## src/rtl/digit_classifier_if.sv

```systemverilog
// Bundle between the image-reader stage, the external weight ROM and the digit classifier.
// The master side supplies the image and ROM data; the slave side is the classifier.
interface digit_classifier_if #(
  parameter int NUM_CLASSES = 10,
  parameter int W_WIDTH     = 4,
  parameter int ACC_WIDTH   = 12
);
  logic [195:0]                   image_data;
  logic                           image_ready;
  logic [7:0]                     w_addr;
  logic [NUM_CLASSES*W_WIDTH-1:0] w_data;
  logic                           busy;
  logic [3:0]                     digit;
  logic [ACC_WIDTH-1:0]           best_score;
  logic                           digit_valid;

  modport master (
    output image_data, image_ready, w_data,
    input  w_addr, busy, digit, best_score, digit_valid
  );

  modport slave (
    input  image_data, image_ready, w_data,
    output w_addr, busy, digit, best_score, digit_valid
  );
endinterface

```

## src/rtl/digit_classifier.sv

```systemverilog
// Linear 14x14 binary-image digit classifier: per-class weighted pixel sums streamed
// from a 1-cycle-latency weight ROM, followed by a sequential lowest-index argmax.
module digit_classifier #(
  parameter int NUM_CLASSES = 10,
  parameter int W_WIDTH     = 4,
  parameter int ACC_WIDTH   = 12
) (
  input logic               clk,
  input logic               reset_n,
  digit_classifier_if.slave bus
);

  localparam logic [7:0] LAST_C    = 8'd196;
  localparam logic [7:0] LAST_ADDR = 8'd195;
  localparam logic [3:0] LAST_IDX  = 4'(NUM_CLASSES - 1);

  typedef enum logic [1:0] {
    ST_IDLE   = 2'd0,
    ST_ACCUM  = 2'd1,
    ST_ARGMAX = 2'd2,
    ST_DONE   = 2'd3
  } state_t;

  state_t                        state_r, state_s;
  logic                          rdy_r;
  logic                          trig_s;
  logic [195:0]                  img_r;
  logic [7:0]                    cnt_r;
  logic [3:0]                    idx_r;
  logic [3:0]                    best_idx_r;
  logic signed [ACC_WIDTH-1:0]   best_r;
  logic signed [ACC_WIDTH-1:0]   acc_r  [NUM_CLASSES];
  logic signed [ACC_WIDTH-1:0]   wext_s [NUM_CLASSES];
  logic [7:0]                    pix_idx_s;
  logic                          pix_on_s;
  logic signed [ACC_WIDTH-1:0]   cand_s;
  logic signed [ACC_WIDTH-1:0]   nbest_s;
  logic [3:0]                    nidx_s;

  function automatic logic signed [ACC_WIDTH-1:0] sext_w(input logic [W_WIDTH-1:0] w);
    return {{(ACC_WIDTH-W_WIDTH){w[W_WIDTH-1]}}, w};
  endfunction

  assign trig_s = bus.image_ready & ~rdy_r;

  // Next-state logic for the capture / accumulate / argmax / report sequence.
  always_comb begin
    state_s = state_r;
    case (state_r)
      ST_IDLE:   if (trig_s) state_s = ST_ACCUM;  else state_s = ST_IDLE;
      ST_ACCUM:  if (cnt_r == LAST_C) state_s = ST_ARGMAX; else state_s = ST_ACCUM;
      ST_ARGMAX: if (idx_r == LAST_IDX) state_s = ST_DONE; else state_s = ST_ARGMAX;
      ST_DONE:   state_s = ST_IDLE;
      default:   state_s = ST_IDLE;
    endcase
  end

  // Datapath helpers: weight sign extension, current pixel and argmax candidate.
  always_comb begin
    for (int k = 0; k < NUM_CLASSES; k++) begin
      wext_s[k] = sext_w(bus.w_data[k*W_WIDTH +: W_WIDTH]);
    end
    // ROM data in cycle c belongs to pixel c-1, stored at img bit 196-c.
    if (cnt_r == 8'd0) begin
      pix_idx_s = 8'd0;
      pix_on_s  = 1'b0;
    end else begin
      pix_idx_s = 8'd196 - cnt_r;
      pix_on_s  = img_r[pix_idx_s];
    end
    cand_s  = acc_r[idx_r];
    nbest_s = best_r;
    nidx_s  = best_idx_r;
    if (idx_r == 4'd0) begin
      nbest_s = cand_s;
      nidx_s  = 4'd0;
    end else if (cand_s > best_r) begin
      nbest_s = cand_s;
      nidx_s  = idx_r;
    end else begin
      nbest_s = best_r;
      nidx_s  = best_idx_r;
    end
  end

  // State register.
  always_ff @(posedge clk or negedge reset_n) begin
    if (!reset_n) state_r <= ST_IDLE;
    else          state_r <= state_s;
  end

  // Capture, accumulation, argmax and registered result outputs.
  always_ff @(posedge clk or negedge reset_n) begin
    if (!reset_n) begin
      rdy_r           <= 1'b0;
      img_r           <= 196'd0;
      cnt_r           <= 8'd0;
      idx_r           <= 4'd0;
      best_idx_r      <= 4'd0;
      best_r          <= '0;
      bus.w_addr      <= 8'd0;
      bus.busy        <= 1'b0;
      bus.digit       <= 4'd0;
      bus.best_score  <= '0;
      bus.digit_valid <= 1'b0;
      for (int k = 0; k < NUM_CLASSES; k++) acc_r[k] <= '0;
    end else begin
      rdy_r <= bus.image_ready;
      case (state_r)
        ST_IDLE: begin
          if (trig_s) begin
            img_r      <= bus.image_data;
            cnt_r      <= 8'd0;
            idx_r      <= 4'd0;
            bus.w_addr <= 8'd0;
            bus.busy   <= 1'b1;
            for (int k = 0; k < NUM_CLASSES; k++) acc_r[k] <= '0;
          end
        end
        ST_ACCUM: begin
          cnt_r      <= cnt_r + 8'd1;
          bus.w_addr <= (cnt_r >= LAST_ADDR) ? LAST_ADDR : cnt_r + 8'd1;
          if (pix_on_s) begin
            for (int k = 0; k < NUM_CLASSES; k++) acc_r[k] <= acc_r[k] + wext_s[k];
          end
        end
        ST_ARGMAX: begin
          best_r     <= nbest_s;
          best_idx_r <= nidx_s;
          if (idx_r == LAST_IDX) begin
            idx_r           <= 4'd0;
            bus.digit       <= nidx_s;
            bus.best_score  <= nbest_s;
            bus.digit_valid <= 1'b1;
            bus.busy        <= 1'b0;
          end else begin
            idx_r <= idx_r + 4'd1;
          end
        end
        ST_DONE: begin
          bus.digit_valid <= 1'b0;
        end
        default: begin
          bus.digit_valid <= 1'b0;
          bus.busy        <= 1'b0;
        end
      endcase
    end
  end

endmodule
```

## src/flat_wrapper.sv

```systemverilog
// flat-port wrapper written by rule: the top's interface ports become plain ports
module digit_classifier_flat 
#(
  parameter int NUM_CLASSES = 10,
  parameter int W_WIDTH     = 4,
  parameter int ACC_WIDTH   = 12
)
  (clk, reset_n, bus_image_data, bus_image_ready, bus_w_data, bus_w_addr, bus_busy, bus_digit, bus_best_score, bus_digit_valid);
  digit_classifier_if #(.NUM_CLASSES(NUM_CLASSES), .W_WIDTH(W_WIDTH), .ACC_WIDTH(ACC_WIDTH)) bus_i ();
  input logic clk;
  input logic reset_n;
  input wire logic [$bits(bus_i.image_data)-1:0] bus_image_data;
  input wire logic [$bits(bus_i.image_ready)-1:0] bus_image_ready;
  input wire logic [$bits(bus_i.w_data)-1:0] bus_w_data;
  output wire logic [$bits(bus_i.w_addr)-1:0] bus_w_addr;
  output wire logic [$bits(bus_i.busy)-1:0] bus_busy;
  output wire logic [$bits(bus_i.digit)-1:0] bus_digit;
  output wire logic [$bits(bus_i.best_score)-1:0] bus_best_score;
  output wire logic [$bits(bus_i.digit_valid)-1:0] bus_digit_valid;
  assign bus_i.image_data = bus_image_data;
  assign bus_i.image_ready = bus_image_ready;
  assign bus_i.w_data = bus_w_data;
  assign bus_w_addr = bus_i.w_addr;
  assign bus_busy = bus_i.busy;
  assign bus_digit = bus_i.digit;
  assign bus_best_score = bus_i.best_score;
  assign bus_digit_valid = bus_i.digit_valid;
  digit_classifier #(.NUM_CLASSES(NUM_CLASSES), .W_WIDTH(W_WIDTH), .ACC_WIDTH(ACC_WIDTH)) u_core (.clk(clk), .reset_n(reset_n), .bus(bus_i));
endmodule
```

## config.mk

```make
export PLATFORM = sky130hd
export DESIGN_NAME = digit_classifier_flat
export DESIGN_NICKNAME = d
export VERILOG_FILES = /design/src/rtl/digit_classifier_if.sv /design/src/rtl/digit_classifier.sv /design/src/flat_wrapper.sv
export SDC_FILE = /design/constraint.sdc
export NUM_CORES = 1
export LEC_CHECK = 0
export CAP_MARGIN = 20
export CORE_MARGIN = 5
export CORE_UTILIZATION = 30
export DETAILED_ROUTE_END_ITERATION = 16
export PLACE_DENSITY = 0.57
export SETUP_SLACK_MARGIN = 0.2
export SKIP_LAST_GASP = 1
export SLEW_MARGIN = 15
export SYNTH_ARGS = -nofsm -noshare
export SYNTH_HDL_FRONTEND = slang
export SYNTH_SLANG_ARGS = --single-unit
export TNS_END_PERCENT = 1
```

## constraint.sdc

```tcl
create_clock -name clk -period 7.5 [get_ports clk]
set_input_delay 1.5 -clock clk [delete_from_list [all_inputs] [get_ports clk]]
set_output_delay 1.5 -clock clk [all_outputs]
set_load 0.005 [all_outputs]
```

Yosys cells after proc, flatten, opt, wreduce, memory -nomap -nowiden. Cells that the tools add are included.

Flip-flop bits (word level): 373. Output and inout bits: 26. Input port bits: 239. Logic and storage cells: 92.

Magnitude comparators: 4. Add/subtract/negate cells: 13. Bitwise gates (word level): 3. Muxes and demuxes: 29. Equal/unequal tests: 8. Reductions and logical operators: 13.

Operators with widths (count): $mux W120 (2); $pmux W120 S2 (1); $add A12 B4 Y12 (10); $bmux W12 S4 (1); $mux W12 (4); $pmux W8 S2 (2); $mux W4 (4); $mux W8 (2); $gt A12 B12 Y1 (1); $reduce_and A2 Y1 (5); $lt A8 B9 Y1 const B (1); $add A8 B1 Y8 const B (1); $bmux W1 S8 (1); $eq A8 B8 Y1 const B (1); $ge A8 B8 Y1 const B (1); $logic_not A8 Y1 (1); $pmux W2 S4 (1); $pmux W4 S2 (1); $sub A8 B8 Y8 const A (1); $mux W1 (7); $ne A2 B1 Y1 const B (3); $reduce_and A3 Y1 (2); $reduce_bool A2 Y1 (3); $ge A5 B5 Y1 const B (1); other kinds (11) (13).

Depth between registers and ports, before layout.
Depth in word-level cells: 7. Gate-level depth with buffers: 18.

Worst setup path before layout. No wires, ideal clock.

Kind: reg-to-reg. Start: reg u_core.idx_r[0]. End: reg u_core.best_r[10]. Buffers on the path: 4. Period minus slack after synthesis: 4635 ps. Arrival time: 4557 ps. Path slack: 2865 ps. Data required time: 7422 ps. Stages on the path, launching flop included: 18. Cell sequence: dfrtp_1 buf_1 clkbuf_1 mux2_2 a22oi_1 o21ai_0 ha_1 nor2b_1 o21a_1 o21a_1 o21ai_0 a31oi_1 a211oi_1 nand2b_1 clkbuf_1 buf_1 nor2_1 a21oi_1.

Cells in the longest elaborated chain, start to end: 7. Elaborated cells on any way between the ends: 8.

Ends and longest elaborated chain: from (decl) (RTL line digit_classifier.sv:29) `logic [3:0] idx_r;`; from (signal assigned) (RTL line digit_classifier.sv:137) `idx_r <= idx_r + 4'd1;`; $not A4 Y5 (not written as such) (RTL line digit_classifier.sv:71) `cand_s = acc_r[idx_r];`; $bmux W12 S4 (RTL line digit_classifier.sv:71); $mux W12 (not written as such) (2 in series) (RTL line digit_classifier.sv:71); $gt A12 B12 Y1 (RTL line digit_classifier.sv:77) `end else if (cand_s > best_r) begin`; $mux W12 (RTL line digit_classifier.sv:77); $mux W12 (*) (RTL line digit_classifier.sv:74) `if (idx_r == 4'd0) begin`; to (signal assigned) (RTL line digit_classifier.sv:128) `best_r <= nbest_s;`; to (decl) (RTL line digit_classifier.sv:31) `logic signed [ACC_WIDTH-1:0] best_r;`.

Every way passes the cells marked *; elsewhere a longest branch is shown, timed or not. The select of a mux whose other input is x is not followed. A chain may end at the register's enable or synchronous reset.

Final worst setup path.
Start: reg u_core.cnt_r[1]. End: reg u_core.acc_r[107] in the netlist's numbering.

Cells in the longest elaborated chain, start to end: 6. Elaborated cells on any way between the ends: 7.

Ends and longest elaborated chain: from (decl) (RTL line digit_classifier.sv:28) `logic [7:0] cnt_r;`; from (signal assigned) (RTL line digit_classifier.sv:121) `cnt_r <= cnt_r + 8'd1;`; $sub A8 B8 Y8 (RTL line digit_classifier.sv:68) `pix_idx_s = 8'd196 - cnt_r;`; $bmux W1 S8 (RTL line digit_classifier.sv:69) `pix_on_s = img_r[pix_idx_s];`; $mux W1 (not written as such) (RTL line digit_classifier.sv:69); $mux W1 (*) (RTL line digit_classifier.sv:64) `if (cnt_r == 8'd0) begin`; $ne A2 B1 Y1 (no source line) (*); $reduce_and A3 Y1 (no source line) (*); to (decl) (RTL line digit_classifier.sv:32) `logic signed [ACC_WIDTH-1:0] acc_r [NUM_CLASSES];`.

Marked as above.

==> parameters.txt <==
Parameter                              Value

Clock network
  Clock Path Buffers ... 3
  Num CTS Buffers ... 45
  CTS root buf ... clkbuf_16
  Clock transition time at the flip-flop clock pins of the worst setup and hold paths ... 0.06 ns
  Post-CTS Resized ... 0
  Number of buffers added for setup after CTS ... 0
  Clock tree from TritonCTS ... done
  Clock net sink count ... 373
  Insertion delay of the later-clocked pin in the worst-skew pair ... 0.58 ns
  Number of buffers inserted by hold repair at cts ... 0
  Level count of the clock H-tree ... 2

Placed design
  Worst slack at placement ... 2.68 ns
  Placed Area ... 25400 um2
  Number of placed instances with taps included ... 3422
  Number of input and output port buffers inserted ... 264
  Last weighted congestion value of the routability-driven placer ... 0.836
  Detailed-placement wirelength estimate ... 46400 um

Timing
  Time the final worst path needs with I/O delays and setup ... 4.81 ns
  Worst slew margin relative to its limit ... 0.341
  Final hold violation count ... 0
  Number of pins with negative max-slew slack in the final report ... 0
  Setup WS post-layout ... 2.69 ns
  Final setup violating endpoints ... 0
  Highest Clock Rate ... 0.208 GHz
  Post-Route Setup TNS ... 0 ns
  Max Clock Skew ... 0.0223 ns
  Worst Max-Slew Pin Slew ... 0.988 ns
  Final period util ... 0.641
  Setup repair after global routing missed its margin ... no
  Final Hold Slack ... 0.470 ns

Pwr
  Final Total Pwr ... 7.58 mW
  Power per cell area ... 281 nW/um2
  Max VDD drop ... 0.000178 V
  Leakage power figure ... 12.5 nW

Global route
  Total track usage ... 0.163
  Maximum number of pins on one net before global-route repair ... 211
  Via count of the first global-routing pass ... 18400
  Remaining Overflow, GRT ... 0
  First-pass GRT wire length ... 104000 um
  Initial antenna violation count ... 1

Die
  Standard-cell row count ... 99
  Core Area ... 72600 um2
  Initial core utilization ... 0.301
  Die H ... 280 um
  I/O pin count ... 265
  Die width ... 280 um
  Floorplan die area ... 78400 um2

Final layout
  Post-layout nets ... 2889
  Final std cell area, no fill ... 27000 um2
  Share of the core filled with cells in the final layout ... 0.372
  Ratio of cells with drive above 1 in the final layout ... 0.0808
  Filler-free cell count of the finished design ... 3508
  Number of antenna diodes ... 0
  Layout-stage area growth over the synthesis result ... 23.4%

Route
  Initial detailed-routing violation count ... 1135
  Total wire length after detailed routing ... 65400 um
  DR DRC count ... 0
  TritonRoute pass-1 iters ... 7
  Number of vias per cell ... 5.08
  Wire length per cell after detailed routing ... 18.6 um
  Vias post-DR ... 17800
  Final antenna-violating net count ... 0

Critical path
  Required arrival time at the worst endpoint ... 7.95 ns
  Max FO, Critical Path ... 98
  Critical path capture point type ... flop
  Critical path type ... flop to flop
  Arrival @ worst endpoint ... 5.25 ns
  Type of origin of the critical path ... flop

Logic synthesis
  Fraction of synthesis flops using an asynchronous set or reset pin ... 1.00
  Most frequently used flop master after synthesis ... dfrtp_1
  Count of state elements after synthesis ... 373
  Number of distinct library cells after synthesis ... 57
  Gate count after technology mapping ... 2323
  Post-synthesis instance area ... 21900 um2
  Post-synthesis net count ... 2699
  EDFF count, synth ... 0
  Count of synthesis-stage warnings from yosys ... 0
  Avg Inst Size Synth ... 9.41 um2
  Post-synthesis sequential area ratio ... 0.427

Run status
  Status ... finished clean

Job
  Number of max-capacitance violations reported ... 0

Worst hold path
  Class of the worst hold path ... flop to flop
## worst paths after layout
| check | startpoint | to | slack [ns] | depth (start not counted) |
|---|---|---|---|---|
| worst max-delay path | u_core.cnt_r[1] | u_core.acc_r[107] | 2.69 | 12 |
| max in group asynchronous | reset_n | u_core.img_r[95] | 4.89 | 3 |
| worst min-delay path | u_core.img_r[69] | u_core.img_r[69] | 0.47 | 2 |
| min in group asynchronous | reset_n | u_core.acc_r[86] | 1.01 | 1 |
| worst max register to register | u_core.cnt_r[1] | u_core.acc_r[107] | 2.69 | 12 |
| worst min register to register | u_core.img_r[69] | u_core.img_r[69] | 0.47 | 2 |
## state kept, by name, indices dropped and copies added (netlist names), named ones only
signal	cells
u_core.cnt_r	8
u_core.bus.w_addr	8
u_core.bus.best_score	12
u_core.best_idx_r	4
u_core.best_r	12
u_core.bus.busy	1
u_core.acc_r	120
u_core.state_r	1
u_core.rdy_r	1
u_core.img_r	196
u_core.bus.digit	4
u_core.bus.digit_valid	1
u_core.idx_r	4
## cells in the final DEF (no fill, tap or decap), types with 61 or more instances in the layout
| cell | count |
|---|---|
| nand2_1 | 695 |
| o31ai_1 | 90 |
| a21oi_1 | 107 |
| ha_1 | 126 |
| nor2_1 | 61 |
| clkdlybuf4s50_1 | 263 |
| xor2_1 | 65 |
| nand3_1 | 130 |
| o21ai_0 | 95 |
| dfrtp_1 | 371 |
| mux4_2 | 82 |
## cells by family (layout without fill, tap and decap cells)
kind of cell	Yosys count	count (layout)	share of synthesized area
flip-flops	373	373	0.427
XOR/XNOR	110	110	0.0449
AO/OA/AOI/OAI	430	430	0.127
adder cells (fa/ha/maj)	137	137	0.0818
buffers and inverters	184	410	0.0362
multiplexers	111	111	0.0985
AND/OR/NAND/NOR	978	978	0.185
## synthesized netlist by cell type (12+ instances only)
cell      instances  share of area
inv_1            43         0.0074
a21o_1           40          0.014
xor2_1           65          0.026
xnor2_1          44          0.018
mux4_2           82          0.084
ha_1            127          0.073
nand2_1         695           0.12
nor3_1           26         0.0059
nand3_1         130          0.030
or3_1            17         0.0049
nor2_1           61          0.010
o21bai_1         12         0.0041
buf_2            29         0.0066
a22oi_1          12         0.0041
nor2b_1          23         0.0066
o21ai_0          95          0.022
a21oi_1         107          0.024
o31ai_1          90          0.031
dfrtp_1         373           0.43
mux2_2           13         0.0067
clkbuf_1         98          0.017
mux2i_1          16         0.0073
## routing by layer
metal | track usage | vias up | share of wire
met3 | 0.0296 | 97 | 0.051
met5 | 0 | - | 0.00020
met1 | 0.219 | 8743 | 0.44
li1 | - | 8519 | -
met4 | 0.0401 | 2 | 0.024
met2 | 0.275 | 449 | 0.48
## layout make-up
class | count | area [um2]
clock buffer | 65 | 1290
clock inverter | 18 | 255
fill | 7257 | 45600
inverter | 43 | 161
multi-input combinational | 1766 | 11800
sequential | 373 | 9340
tap | 959 | 1200
timing repair buffer | 284 | 2940
## power breakdown
group | internal (mW) | total (mW) | switching (mW) | leakage [nW]
sequential | 2.37 | 2.70 | 0.337 | 4.74
clock | 1.37 | 2.29 | 0.912 | 0.757
combinational | 1.26 | 2.59 | 1.33 | 6.97
## worst max-delay path: stages (launching register included)
cell and delay [ns]:
dfrtp_1 0.41, inv_1 0.08, ha_2 0.95, buf_4 0.43, mux4_2 0.36, nor2_1 0.10
nor2_1 0.05, mux4_2 0.46, a41oi_1 0.34, a2bb2oi_4 0.66, buf_12 0.42, nor3_1 0.10
a211o_1 0.28
(Power assumes the default switching activity.)
